## config.mk

```make
export PLATFORM = sky130hd
export DESIGN_NAME = tea_iter_core
export DESIGN_NICKNAME = d
export VERILOG_FILES = /design/src/rtl/tea_pkg.sv /design/src/rtl/tea_round.sv /design/src/rtl/tea_iter_core.sv
export SDC_FILE = /design/constraint.sdc
export NUM_CORES = 2
export LEC_CHECK = 0
export ABC_AREA = 0
export CORE_MARGIN = 2
export CORE_UTILIZATION = 45
export DETAILED_ROUTE_END_ITERATION = 6
export PLACE_DENSITY = 0.74
export SYNTH_ARGS = -nofsm -noshare
export SYNTH_HDL_FRONTEND = slang
export SYNTH_SLANG_ARGS = --single-unit
```

## constraint.sdc

```tcl
create_clock -name clk -period 12.7 [get_ports clk]
set_clock_uncertainty 0.2 [all_clocks]
set_input_delay 2.54 -clock clk [delete_from_list [all_inputs] [get_ports clk]]
set_output_delay 2.54 -clock clk [all_outputs]
set_load 0.005 [all_outputs]
```

## src/rtl/tea_pkg.sv

```systemverilog
// Shared TEA constants, state encoding and the Feistel mixing function.
package tea_pkg;

  localparam logic [31:0] TEA_DELTA = 32'h9E37_79B9;
  localparam int          TEA_BLK_W = 64;
  localparam int          TEA_KEY_W = 128;

  typedef enum logic [1:0] {
    IDLE,
    RUN,
    DONE
  } tea_state_e;

  // Mixing term shared by both halves of a Feistel cycle; shifts are logical.
  function automatic logic [31:0] tea_f(input logic [31:0] v,
                                        input logic [31:0] ka,
                                        input logic [31:0] kb,
                                        input logic [31:0] sum);
    return ((v << 4) + ka) ^ (v + sum) ^ ((v >> 5) + kb);
  endfunction

endpackage

```

## src/rtl/tea_round.sv

```systemverilog
// One combinational TEA Feistel cycle; encrypt or decrypt selected by mode.
module tea_round
  import tea_pkg::*;
#(
  parameter logic [31:0] DELTA = TEA_DELTA
) (
  input  logic                 decrypt,
  input  logic [TEA_KEY_W-1:0] key,
  input  logic [31:0]          sum_in,
  input  logic [TEA_BLK_W-1:0] v_in,
  output logic [31:0]          sum_out,
  output logic [TEA_BLK_W-1:0] v_out
);

  logic [31:0] k0, k1, k2, k3;
  logic [31:0] v0, v1, v0_n, v1_n, sum_enc;

  assign k0 = key[127:96];
  assign k1 = key[95:64];
  assign k2 = key[63:32];
  assign k3 = key[31:0];
  assign v0 = v_in[63:32];
  assign v1 = v_in[31:0];
  assign sum_enc = sum_in + DELTA;

  // Encrypt advances sum before mixing; decrypt mixes with the current sum and retreats it after.
  always_comb begin
    // NOTE: every output gets a default first so no path leaves a value unassigned (no latch).
    v0_n    = v0;
    v1_n    = v1;
    sum_out = sum_in;
    if (!decrypt) begin
      v0_n    = v0 + tea_f(v1, k0, k1, sum_enc);
      v1_n    = v1 + tea_f(v0_n, k2, k3, sum_enc);
      sum_out = sum_enc;
    end else begin
      v1_n    = v1 - tea_f(v0, k2, k3, sum_in);
      v0_n    = v0 - tea_f(v1_n, k0, k1, sum_in);
      sum_out = sum_in - DELTA;
    end
  end

  assign v_out = {v0_n, v1_n};

endmodule

```

## src/rtl/tea_iter_core.sv

```systemverilog
// Iterative TEA core: one block in flight, UNROLL Feistel cycles per clock.
module tea_iter_core
  import tea_pkg::*;
#(
  parameter int          ROUNDS = 32,
  parameter int          UNROLL = 1,
  parameter logic [31:0] DELTA  = TEA_DELTA
) (
  input  logic                 clk,
  input  logic                 rst_n,
  input  logic                 in_valid,
  output logic                 in_ready,
  input  logic                 in_decrypt,
  input  logic [TEA_KEY_W-1:0] in_key,
  input  logic [TEA_BLK_W-1:0] in_block,
  output logic                 out_valid,
  input  logic                 out_ready,
  output logic [TEA_BLK_W-1:0] out_block,
  output logic                 busy
);

  localparam int               CNT_W    = $clog2(ROUNDS + 1);
  localparam logic [CNT_W-1:0] CNT_STEP = CNT_W'(UNROLL);
  localparam logic [CNT_W-1:0] CNT_LAST = CNT_W'(ROUNDS - UNROLL);
  // Decrypt starts from the sum the encryptor ends with.
  localparam logic [31:0]      SUM_DEC  = DELTA * 32'(ROUNDS);

  tea_state_e             state_q, state_d;
  logic [CNT_W-1:0]       cnt_q, cnt_d;
  logic                   dec_q, dec_d;
  logic [TEA_KEY_W-1:0]   key_q, key_d;
  logic [TEA_BLK_W-1:0]   v_q, v_d;
  logic [31:0]            sum_q, sum_d;
  logic [TEA_BLK_W-1:0]   out_block_q, out_block_d;
  logic [TEA_BLK_W-1:0]   v_last;
  logic [31:0]            sum_last;

  // Chain UNROLL round instances; stage g feeds stage g+1 within one clock.
  for (genvar g = 0; g < UNROLL; g++) begin : g_round
    logic [TEA_BLK_W-1:0] v_in, v_out;
    logic [31:0]          s_in, s_out;
    if (g == 0) begin : g_first
      assign v_in = v_q;
      assign s_in = sum_q;
    end else begin : g_next
      assign v_in = g_round[g-1].v_out;
      assign s_in = g_round[g-1].s_out;
    end
    tea_round #(.DELTA(DELTA)) u_round (
      .decrypt (dec_q),
      .key     (key_q),
      .sum_in  (s_in),
      .v_in    (v_in),
      .sum_out (s_out),
      .v_out   (v_out)
    );
  end

  assign v_last   = g_round[UNROLL-1].v_out;
  assign sum_last = g_round[UNROLL-1].s_out;

  // Next-state and datapath: latch on accept, iterate in RUN, hold the result in DONE.
  always_comb begin
    state_d     = state_q;
    cnt_d       = cnt_q;
    dec_d       = dec_q;
    key_d       = key_q;
    v_d         = v_q;
    sum_d       = sum_q;
    out_block_d = out_block_q;
    unique case (state_q)
      IDLE: begin
        cnt_d = '0;
        if (in_valid) begin
          dec_d   = in_decrypt;
          key_d   = in_key;
          v_d     = in_block;
          sum_d   = in_decrypt ? SUM_DEC : 32'h0;
          state_d = RUN;
        end
      end
      RUN: begin
        v_d   = v_last;
        sum_d = sum_last;
        cnt_d = cnt_q + CNT_STEP;
        if (cnt_q == CNT_LAST) begin
          out_block_d = v_last;
          state_d     = DONE;
        end
      end
      DONE: begin
        if (out_ready) state_d = IDLE;
      end
      default: state_d = IDLE;
    endcase
  end

  // State and datapath registers; reset abandons any block in flight.
  always_ff @(posedge clk or negedge rst_n) begin
    if (!rst_n) begin
      state_q     <= IDLE;
      cnt_q       <= '0;
      dec_q       <= 1'b0;
      key_q       <= '0;
      v_q         <= '0;
      sum_q       <= '0;
      out_block_q <= '0;
    end else begin
      // NOTE: non-blocking so every register samples the pre-edge values.
      state_q     <= state_d;
      cnt_q       <= cnt_d;
      dec_q       <= dec_d;
      key_q       <= key_d;
      v_q         <= v_d;
      sum_q       <= sum_d;
      out_block_q <= out_block_d;
    end
  end

  assign in_ready  = (state_q == IDLE);
  assign out_valid = (state_q == DONE);
  assign busy      = (state_q != IDLE);
  assign out_block = out_block_q;

endmodule

```

==> Word level (Yosys, flattened, before mapping) <==
Index checks and enable logic that the tools add are counted.
{ "totals": {"ff_bits": 297, "inputBits": 197, "word_cells": 60} }
{ "op_classes": {"add_sub_neg": 19, "eq_ne": 6, "muxes": 13, "bitwise_logic": 8, "reduce_logical": 7} }
{ "op_table": {"columns": ["op", "n"], "rows": [
  ["adder 32 bit", 10],
  ["XOR 32 bit", 8],
  ["two-way mux 32 bit", 5],
  ["adder 27 x 32 -> 32 bit", 4],
  ["case mux 64 bit (2 select lines)", 1],
  ["two-way mux 64 bit", 1],
  ["case mux 32 bit (2 select lines)", 1],
  ["subtractor 32 bit", 2],
  ["adder 32 bit, second input constant", 1],
  ["subtractor 32 bit, second input constant", 1],
  ["case mux 6 bit (2 select lines)", 1],
  ["adder 6 x 1 -> 6 bit, second input constant", 1],
  ["equality test 6 x 5 -> 1 bit, second input constant", 1],
  ["two-way mux 2 bit", 3],
  ["case mux 2 bit (3 select lines)", 1],
  ["AND reduction 2 bit", 3],
  ["inequality test 2 bit, second input constant", 2],
  ["nonzero test 2 bit", 2],
  ["AND reduction 3 bit", 1],
  ["equality test 2 x 1 -> 1 bit, second input constant", 1],
  ["equality test 2 bit, second input constant", 1],
  ["zero test 2 bit", 1],
  ["inequality test 2 x 1 -> 1 bit, second input constant", 1]
]} }

==> Longest topological paths before layout <==
{ "logic_depth": {"depth_word": 11, "mapped_depth": 49, "depth_no_buf": 49} }

==> Modules after synthesis <==
Synthesis repeated with hierarchy kept, for this count alone.
{ "unflattened": {"hier_cells": 4193, "area_unflattened_um2": 36693.9} }
{ "modules_own_cells": {"columns": ["module", "n_inst", "cells_each", "area_each_um2"], "rows": [
  ["tea_round", 1, 3362, 25121.6],
  ["tea_iter_core", 1, 831, 11572.3]
]} }

==> Least setup slack after synthesis <==
Ideal clock, no wire load.
{ "synth_path": {"kind": "flip-flop to flip-flop", "startpoint": "register sum_q[0], in the netlist g_round[0].s_in[0]", "endpoint": "register v_q[31], in the netlist g_round[0].v_in[31]", "setup_ps": 86, "t_arrival_ps": 9185, "t_required_ps": 12414, "slack_ps": 3229, "path_stages_with_launch": 47, "path_cell_list": "dfrtp_1 ha_1 a2111oi_4 o21ai_2 nor2b_1 or4_4 o21ai_2 xor2_1 ha_1 a21o_1 a21o_1 a21oi_1 a21boi_0 nor2b_1 o21ai_0 nand2b_1 a21o_1 a21oi_1 (+11 left out) o41ai_1 a21o_1 a21o_1 a21o_1 a21oi_1 xnor2_1 ha_1 a21oi_1 nor3b_1 nand4_1 a41oi_1 o21ai_0 xnor2_1 xor2_1 xnor3_1 xnor2_1 nand2_1 o221ai_2"} }
{ "synth_between": {"elab_chain_cells": 11} }
{ "synth_lines": {"columns": ["item", "line", "source"], "rows": [
  ["start, declared", "tea_iter_core.sv:33", "logic [31:0] sum_q, sum_d;"],
  ["start signal, assigned", "tea_iter_core.sv:115", "sum_q <= sum_d;"],
  ["adder 32 bit", "tea_round.sv:24", "assign sum_enc = sum_in + DELTA;"],
  ["adder 32 bit", "tea_pkg.sv:19", "return ((v << 4) + ka) ^ (v + sum) ^ ((v >> 5) + kb);"],
  ["XOR 32 bit (2 in series)", "tea_pkg.sv:19", null],
  ["adder 32 bit", "tea_round.sv:33", "v0_n = v0 + tea_f(v1, k0, k1, sum_enc);"],
  ["adder 32 bit", "tea_pkg.sv:19", null],
  ["XOR 32 bit (2 in series)", "tea_pkg.sv:19", null],
  ["adder 32 bit", "tea_round.sv:34", "v1_n = v1 + tea_f(v0_n, k2, k3, sum_enc);"],
  ["two-way mux 32 bit (*)", "tea_round.sv:32", "if (!decrypt) begin"],
  ["case mux 64 bit (2 select lines) (*)", "tea_iter_core.sv:71", "unique case (state_q)"],
  ["end signal, assigned", "tea_iter_core.sv:114", "v_q <= v_d;"],
  ["end, declared", "tea_iter_core.sv:32", "logic [TEA_BLK_W-1:0] v_q, v_d;"]
]} }
Every way passes the cells marked *; elsewhere a longest branch is shown, timed or not.
A chain may end at the register's enable or synchronous reset.

==> Worst setup path in the final report <==
Same ends and word-level chain as after synthesis.

==> impl_metrics.tcl <==
set metrics [dict create \
    synth-seq-cells 297 \
    slowest_stage "xnor2_1" \
    arrival_ns 12.43 \
    critical_path.max_stage_delay_ns 0.64 \
    cts_root_buf "clkbuf_16" \
    synthDistinctLibCells 90 \
    drive_gt1_share_pct 6.417 \
    drtAntennaViolNets 0 \
    fp.dieW_um 291.7 \
    start_kind "register" \
    ys_seq_area_share_pct 19.95 \
    clk_latency_ns 0.58 \
    crit_fanout 8 \
    rsz0062_at_grt "no" \
    post_cts_buffers 0 \
    ys_warn_count 0 \
    synth_nets 5118 \
    remaining_drc_errors 0 \
    hold_viol_final 0 \
    drt_iter0_drc 4178 \
    viasPerCell 6.233 \
    netlist_top_cells_area "dfrtp_1, ha_1, xnor2_1, a21oi_1, a21o_1" \
    synth_edf_count 0 \
    syn_inst 4421 \
    cts_tree "yes" \
    dr.pass1.iters 6 \
    crit_path_start "g_round[0].s_in[0]" \
    maxCapViolCount 0 \
    grt_max_degree 99 \
    clkSinkCount 297 \
    finalNetCount 5344 \
    wl_per_cell_um 25.02 \
    synth_most_common_cell "xnor2_1" \
    drv_slew 0 \
    period_share_pct 95.69 \
    vias 35810 \
    worstSetupEndpointType "register" \
    core_um2 81980 \
    worstMarginPinSlew_ns 1.121 \
    yosys.area.top_type "dfrtp_1" \
    hold_class "reg -> reg" \
    port-buffer-count 263 \
    grt_pass1_wl_mm 211.7 \
    fin_crit_ns 12.15 \
    hpwlAfterDp_mm 116.6 \
    first_global_vias 33680 \
    synth_top_cell_area_share_pct 19.95 \
    ys_async_sr_fraction_pct 100.0 \
    start_util_pct 45.43 \
    maxSlewHeadroom_pct 24.72 \
    fp.dieH_um 291.7 \
    timing.rr.start "g_round[0].s_in[0]" \
    yosys-top-cells-count "xnor2_1, ha_1, a21oi_1" \
    clk_pin_slew_ns 0.07 \
    cts_buffers 37 \
    wl_mm 143.8 \
    n_antenna_cell 0 \
    place.gp.congestion 1.041 \
    grtUsageTotal_pct 32.82 \
    ios 264 \
    netlist_area_um2 37250 \
    areaGrowthSynthToFinish_pct 13.74 \
    synthFlopType "dfrtp_1" \
    antenna_found_initial 3 \
    max_freq_mhz 82.29 \
    rows 105 \
    clock_path_buffers 3 \
    post_synth.cell_area_avg_um2 8.425 \
    setup_viol 0 \
    status "completed" \
    path_class "reg -> reg" \
    h-tree-depth 2 \
    die_area_um2 85090 \
    critPathRequiredTime_ns 12.98 \
    holdCritStartpoint "out_block[39]" \
    gr-total-overflow 0 \
    tns_ns 0 \
]
==> layer usage <==
metal,global-route usage [%],wire [um],share of wire (%),vias to the layer above
li1,-,-,-,16530
met5,0,0,0,-
met2,47.90,58630,41,1825
met4,9.907,4823,3.4,0
met3,6.226,16770,12,235
met1,48.51,63530,44,17220
==> metrics by stage <==
step / hold WS [ns] / setup slack [ns] / utilization (%) / instance area, um^2 / std cells
CTS: 0.2814 / 0.003572 / 51.65 / 42350 / 5745
floorplan: 0.2698 / 3.229 / - / 37250 / 4421
finish: 0.2811 / 0.5478 / 51.68 / 42360 / 5745
global route: 0.3118 / 0.007600 / 51.68 / 42360 / 5745
detailed placement: 0.2673 / 0.06051 / 50.14 / 41110 / 5678
global placement: 0.2609 / 0.1496 / 50.14 / 41110 / 5678
==> worst paths after layout <==
kind,endpoint,slack [ns],cells past startpoint
max reg2reg,g_round[0].v_in[31],0.55,43
min in group asynchronous,key_q[38],1.67,1
max in group asynchronous,dec_q,8.66,3
min reg2reg,out_block[39],0.28,2
max,g_round[0].v_in[31],0.55,43
min,out_block[39],0.28,2
==> cell type report <==
class	count	area, um^2
inverter	138	518.0
timing repair buffer	298	2900
sequential	297	7436
tap	1070	1339
fill	7773	39610
clock buffer	52	1085
clock inverter	15	153.9
multi-input combinational	3875	28930
==> sequential cells by signal, summed over array words and instances (netlist names) <==
signal / count
out_block: 64
g_round.v_in: 64
state_q: 2
dec_q: 1
key_q: 128
g_round.s_in: 32
cnt_q: 6
==> worst max-delay path: cells and delay by family (launching register included) <==
| kind | cells | cell delay, ns |
|---|---|---|
| AO/OA/AOI/OAI | 22 | 5.36 |
| flip-flops | 1 | 0.46 |
| adder cells (fa/ha/maj) | 5 | 1.92 |
| AND/OR/NAND/NOR | 7 | 1.41 |
| XOR/XNOR | 9 | 2.67 |
==> cell usage in the layout, fill, tap and decap left out, drive strengths merged, types with 12 or more instances in the layout <==
cell	instances
nor2b	44
dfrtp	297
nand2b	65
o21bai	57
o211ai	32
o22a	12
a211o	12
a21boi	15
a211oi	36
or3	28
a31o	12
o21a	63
a21oi	442
o22ai	17
xnor2	601
o21ai	342
nor2	242
and2	26
clkbuf	52
nand3	71
buf	36
inv	141
nand2	353
and3	45
mux2	146
o31ai	21
clkdlybuf4s50	262
xor2	117
ha	484
nor3	59
a21o	242
a31oi	45
mux2i	38
nand4	24
fa	16
==> logic make-up after synthesis <==
kind of cell    Yosys count  synth area share, %
fa+ha+maj               500                17.12
simple gates           1008                12.71
mux                     184                5.435
compound gates         1457                24.83
xor+xnor                726                17.39
buf+inv                 249                2.556
flops                   297                19.95
==> what timing repair did <==
item | CTS | global route
hold buffers | 0 | 0
resized for setup | 0 | 5
setup endpoints to repair | 0 | 2
Power is not shown: default switching activity piles up to over one toggle a cycle in this logic, so the estimate is an artifact.
